File: config.mk
export PLATFORM = sky130hd
export DESIGN_NAME = data_access_unit
export DESIGN_NICKNAME = d
export VERILOG_FILES = /design/src/rtl/data_access_unit.sv
export SDC_FILE = /design/constraint.sdc
export NUM_CORES = 1
export LEC_CHECK = 0
export BUFFER_PORTS_ARGS = -buffer_cell sky130_fd_sc_hd__buf_2
export CORE_AREA = 2 2 435 437
export CTS_BUF_LIST = sky130_fd_sc_hd__clkbuf_4 sky130_fd_sc_hd__clkbuf_8 sky130_fd_sc_hd__clkbuf_16
export DETAILED_ROUTE_END_ITERATION = 10
export DIE_AREA = 0 0 437 439
export GPL_TIMING_DRIVEN = 0
export PLACE_DENSITY = 0.36
export SLEW_MARGIN = 20
export SYNTH_ARGS = -nofsm -noshare
export SYNTH_HDL_FRONTEND = slang
export SYNTH_SLANG_ARGS = --single-unit
File: constraint.sdc
create_clock -name clk -period 3.4 [get_ports clk]
set_input_delay 0.34 -clock clk [delete_from_list [all_inputs] [get_ports clk]]
set_output_delay 0.34 -clock clk [all_outputs]
set_load 0.01 [all_outputs]
File: src/rtl/data_access_unit.sv
// rtl/data_access_unit.sv - sequences memory-stage accesses onto the shared data RAM
//
// Purpose: accepts one read or write request at a time from the memory stage.
// It drives the synchronous line-wide data RAM and stalls the pipeline with
// BusyDA until the access completes. Read data is registered and is held
// until the next read.
//
// Ports:
//   clk, rst          clock, synchronous active-high reset
//   MemRden/MemWren   read/write request (write wins if both are set)
//   MemAddress        byte address, line index taken from [AW-1:5]
//   MemByteena        byte-lane write mask
//   MemWriteData      lane-aligned write line
//   BusyDA            stall request to the hazard unit (combinational)
//   MemReadData       registered read line
//   ram_*             RAM address, strobes, byte enables, write data, read data
module data_access_unit #(
  parameter int V      = 256,
  parameter int AW     = 14,
  parameter int LW     = 9,
  parameter int RD_LAT = 2
) (
  input  logic            clk,
  input  logic            rst,
  input  logic            MemRden,
  input  logic            MemWren,
  input  logic [AW-1:0]   MemAddress,
  input  logic [V/8-1:0]  MemByteena,
  input  logic [V-1:0]    MemWriteData,
  output logic            BusyDA,
  output logic [V-1:0]    MemReadData,
  output logic [LW-1:0]   ram_address,
  output logic            ram_rden,
  output logic            ram_wren,
  output logic [V/8-1:0]  ram_byteena,
  output logic [V-1:0]    ram_data,
  input  logic [V-1:0]    ram_q
);

  localparam int BW = V / 8;
  localparam logic [1:0] RD_LAT_C = RD_LAT[1:0];

  typedef enum logic [2:0] {
    ST_IDLE,
    ST_WRITE,
    ST_READ,
    ST_WAIT,
    ST_DONE
  } state_t;

  state_t          state_q, state_d;
  logic [1:0]      cnt_q, cnt_d;
  logic [LW-1:0]   addr_q, addr_d;
  logic [BW-1:0]   be_q, be_d;
  logic [V-1:0]    wdata_q, wdata_d;
  logic [V-1:0]    rdata_q, rdata_d;
  logic            accept;

  // Lane selection comes from the byte mask, so the low address bits carry
  // nothing for this unit.
  logic unused_addr_lsbs;
  assign unused_addr_lsbs = &{1'b0, MemAddress[4:0]};

  assign accept = (state_q == ST_IDLE) && (MemRden || MemWren);

  always_comb begin
    state_d = state_q;
    cnt_d   = cnt_q;
    addr_d  = addr_q;
    be_d    = be_q;
    wdata_d = wdata_q;
    rdata_d = rdata_q;
    case (state_q)
      ST_IDLE: begin
        if (accept) begin
          addr_d  = MemAddress[AW-1:5];
          be_d    = MemByteena;
          wdata_d = MemWriteData;
          state_d = MemWren ? ST_WRITE : ST_READ;
        end
      end
      ST_WRITE: state_d = ST_DONE;
      ST_READ: begin
        cnt_d   = 2'd1;
        state_d = ST_WAIT;
      end
      ST_WAIT: begin
        // cnt_q counts cycles since the rden edge; ram_q is valid once it
        // reaches the RAM latency.
        if (cnt_q == RD_LAT_C) begin
          rdata_d = ram_q;
          state_d = ST_DONE;
        end else begin
          cnt_d = cnt_q + 2'd1;
        end
      end
      // DONE swallows the completing instruction's still-asserted request.
      ST_DONE: state_d = ST_IDLE;
      default: state_d = ST_IDLE;
    endcase
  end

  always_ff @(posedge clk) begin
    if (rst) begin
      state_q <= ST_IDLE;
      cnt_q   <= '0;
      addr_q  <= '0;
      be_q    <= '0;
      wdata_q <= '0;
      rdata_q <= '0;
    end else begin
      state_q <= state_d;
      cnt_q   <= cnt_d;
      addr_q  <= addr_d;
      be_q    <= be_d;
      wdata_q <= wdata_d;
      rdata_q <= rdata_d;
    end
  end

  assign BusyDA      = accept || (state_q == ST_WRITE) || (state_q == ST_READ)
                       || (state_q == ST_WAIT);
  assign ram_wren    = (state_q == ST_WRITE);
  assign ram_rden    = (state_q == ST_READ);
  assign ram_byteena = ram_rden ? {BW{1'b1}} : be_q;
  assign ram_address = addr_q;
  assign ram_data    = wdata_q;
  assign MemReadData = rdata_q;

endmodule

==> qor.log <==
qor: yosys.yosys_most_used_dff sky130_fd_sc_hd__dfxtp_1
qor: yosys.synth_top_area_cell sky130_fd_sc_hd__dfxtp_1
qor: placed_design.hpwlAfterDp 124000 microns
qor: worst_setup_path.arr_time_crit_path 2.76 ns
qor: worst_setup_path.critPathRequiredTime 3.06 ns
qor: grt.antenna_violations_before_repair 45
qor: yosys.ys_types 28
qor: status.outcome finished, final reports clean
qor: timing.timing.slew.headroom 36.1%
qor: route.route.final.wire_length 149000 microns
qor: yosys.synthesis.nets 3029
qor: route.remaining_drc_errors 0
qor: pwr.power.switching_fraction 28.6%
qor: route.detail_route.vias_per_cell 3.50
qor: grt.vias_in_the_first_global_route 24700
qor: yosys.synth_largest_type_area_fraction 49.7%
qor: timing.worst_clock_skew 0.0275 ns
qor: placed_design.dp.cells 6073
qor: pwr.combinationalPowerShare 17.2%
qor: timing.final_report_setup_violation_count 0
qor: pwr.seq_power_share 36.0%
qor: grt.grtUsageTotal 15.0%
qor: placed_design.port_buffers 1111
qor: clocking.clockRootBuffer sky130_fd_sc_hd__clkbuf_16
qor: placed_design.dpl_cell_area 0.0312 sq mm
qor: worst_setup_path.worstRegToRegCells 7
qor: clocking.cts_inserted_buffers 82
qor: pwr.clock_power_share 46.8%
qor: pwr.power.internal 14.1 mW
qor: placed_design.routabilityCongestion 0.892
qor: finish.end_of_flow_core_utilization 21.2%
qor: timing.finalCriticalPeriod 3.10 ns
qor: finish.layout-drive-gt1-share 32.0%
qor: timing.final-hold-violation-count 0
qor: clocking.cts.sink_count 558
qor: clocking.clock_tree_from_tritoncts yes
qor: yosys.syn_area 0.0225 sq mm
qor: clocking.cts_htree_levels 3
qor: finish.finalNetCount 4779
qor: yosys.ys_async_sr_fraction 0%
qor: route.initialDrtViolationCount 1116
qor: pwr.power_switching 5.67 mW
qor: timing.grt_setup_unrepaired no
qor: min_path.timing.hold.worst_path_depth 3
qor: yosys.ys.warnings.count 0
qor: route.drt_first_pass_iters 5
qor: floorplan.fp.dieArea 0.192 sq mm
qor: yosys.synth_top_cells_by_area sky130_fd_sc_hd__dfxtp_1 50%, sky130_fd_sc_hd__nand2b_1 17%, sky130_fd_sc_hd__mux2i_1 13%, sky130_fd_sc_hd__nand2_1 8.6%, sky130_fd_sc_hd__a21oi_1 5.7%
qor: timing.tightestPinTransition 0.959 ns
qor: worst_setup_path.type_of_the_worst_setup_path flip-flop to output port
qor: yosys.seq_cells_post_synth 558
qor: grt.grt_first_pass_wirelength 200000 microns
qor: clocking.clk-insertion-delay-late 0.72 ns
qor: finish.area_growth 76.4%
qor: pwr.total_power 19.8 mW
qor: yosys.number_of_synthesized_flops_with_an_enable_pin 0
qor: floorplan.die-width 437 microns
qor: finish.cell_count_final_fillers_out 6797
qor: floorplan.fp.dieH 439 microns
qor: finish.design_area 0.0396 sq mm
qor: clocking.clock_path_buffers 3
qor: min_path.timing.hold.worst.class input pin to flip-flop
qor: grt.grt_start_max_net_pins 15
qor: floorplan.num_rows 159
qor: grt.global_route.overflow_total 0
qor: clocking.cts.clk_slew.worst_paths 0.05 ns
qor: pwr.power_density 500 mW/mm^2
qor: yosys.yosysSeqAreaShare 49.7%
qor: floorplan.initial_utilization 12.0%
qor: floorplan.io-pin-count 1118
qor: route.final_antenna_net_count 0
qor: route.route.vias.total 23800
qor: yosys.synthesized_instance_count 2466
qor: clocking.post_cts.repair.setup_buffers 0
qor: pwr.power.static_leakage 17.5 nW
qor: flow_run.maxCapViolations 0
qor: timing.final.period_utilization 91.3%
qor: worst_setup_path.setup.worst_path.end_class output port
qor: pwr.irDropWorstVdd 0.346 mV
qor: yosys.synth_area_per_cell 9.11 sq um
qor: worst_setup_path.critPathMaxFanout 14
qor: route.wire_per_inst 22.0 microns
qor: timing.timing.final.max_slew_violations 0
qor: timing.fmax 322 MHz
qor: worst_setup_path.timing.critical_path.from_type flip-flop
qor: floorplan.core_region_area 0.187 sq mm
flip-flops by register name, indices dropped and copies added, names as in the netlist:
signal       flops
state_q          3
be_q            32
MemReadData    256
cnt_q            2
ram_address      9
ram_data       256
cell families (layout without fill, tap and decap cells):
group	Yosys count	in the layout	share of synthesized area, %
AO/OA/AOI/OAI	264	264	5.95
other	0	21	0
buffers and inverters	194	2009	4.62
adder cells (fa/ha/maj)	1	1	0.0557
AND/OR/NAND/NOR	1151	1151	26.4
multiplexers	298	298	13.3
flip-flops	558	558	49.7
what timing repair did:
item | CTS | global route
setup endpoints to repair | 1 | 0
resized for setup | 0 | 0
hold buffers | 555 | 0
endpoints found under the hold margin | 554 | 0
routing by layer:
layer / track usage [%] / wire length, microns / part of all wire, %
met1: 17.8 / 61900 / 41
met2: 25.8 / 72700 / 49
met3: 3.92 / 9560 / 6.4
met4: 5.46 / 4970 / 3.3
met5: 0 / 151 / 0.10
cells in the mapped netlist (all sizes together), types with 2 or more instances:
master,instances
or2,32
a21oi,258
nor2,2
clkbuf,116
dfxtp,558
nor3b,3
nand2,513
mux2i,297
inv,3
nand2b,596
buf,75
power by group through the flow:
stage          sequential (mW)  combinational (mW)  clock [mW]
2_1_floorplan             7.42                1.25           0
3_3_place_gp              7.26                2.93           0
3_5_place_dp              7.27                2.93           0
4_1_cts                   7.14                3.51        9.62
5_1_grt                   7.18                3.66        9.85
6_report                  7.14                3.41        9.26
worst max-delay path, cell delays in order, from the launching register on:
cell,delay (ns)
sky130_fd_sc_hd__dfxtp_1,0.30
sky130_fd_sc_hd__buf_2,0.20
sky130_fd_sc_hd__nor3b_2,0.47
sky130_fd_sc_hd__buf_4,0.31
sky130_fd_sc_hd__clkbuf_1,0.43
sky130_fd_sc_hd__or2_2,0.19
sky130_fd_sc_hd__buf_2,0.15
placed cells by master (no fill, tap or decap), types with 2 or more instances in the layout:
cell type,n
sky130_fd_sc_hd__mux2i_1,297
sky130_fd_sc_hd__nor2_1,2
sky130_fd_sc_hd__nand2_1,513
sky130_fd_sc_hd__clkbuf_4,16
sky130_fd_sc_hd__clkbuf_2,3
sky130_fd_sc_hd__inv_1,3
sky130_fd_sc_hd__inv_16,4
sky130_fd_sc_hd__buf_2,1148
sky130_fd_sc_hd__buf_4,9
sky130_fd_sc_hd__or2_2,32
sky130_fd_sc_hd__clkinvlp_4,5
sky130_fd_sc_hd__a21oi_1,258
sky130_fd_sc_hd__clkbuf_1,112
sky130_fd_sc_hd__diode_2,21
sky130_fd_sc_hd__buf_6,13
sky130_fd_sc_hd__inv_6,7
sky130_fd_sc_hd__nor3b_1,2
sky130_fd_sc_hd__dfxtp_1,558
sky130_fd_sc_hd__dlygate4sd3_1,555
sky130_fd_sc_hd__nand2b_1,596
sky130_fd_sc_hd__bufinv_16,9
sky130_fd_sc_hd__clkbuf_16,82
sky130_fd_sc_hd__clkbuf_8,12
sky130_fd_sc_hd__buf_1,5
sky130_fd_sc_hd__clkinv_2,13
sky130_fd_sc_hd__buf_8,12
final cells by class:
| type | count | area (sq um) |
|---|---|---|
| diodes | 21 | 52.6 |
| multi-input cells | 1714 | 10300 |
| well taps | 2495 | 3120 |
| plain buffers | 190 | 1030 |
| repair buffers | 1667 | 11100 |
| flip-flops and latches | 558 | 11200 |
| clock inverters | 39 | 531 |
| clock buffers | 110 | 2340 |
| fillers | 21000 | 147000 |
| inverters | 3 | 11.3 |
through the flow:
stage          setup slack (ns)  TNS [ns]  hold WS [ns]
2_1_floorplan              1.71         0         0.444
3_3_place_gp             -0.350     -5.47         0.440
3_5_place_dp              0.347         0         0.443
4_1_cts                  0.0792         0       0.00834
5_1_grt                  0.0933         0        0.0347
6_report                  0.297         0        0.0572
worst paths after layout:
check | startpoint | slack [ns] | end
max | state_q[1] | 0.30 | ram_byteena[25]
min | MemWriteData[143] | 0.06 | ram_data[143]
max reg2reg | cnt_q[0] | 1.21 | MemReadData[132]
min reg2reg | MemReadData[170] | 0.45 | MemReadData[170]
Note: power is estimated with default switching activity, not from simulation.
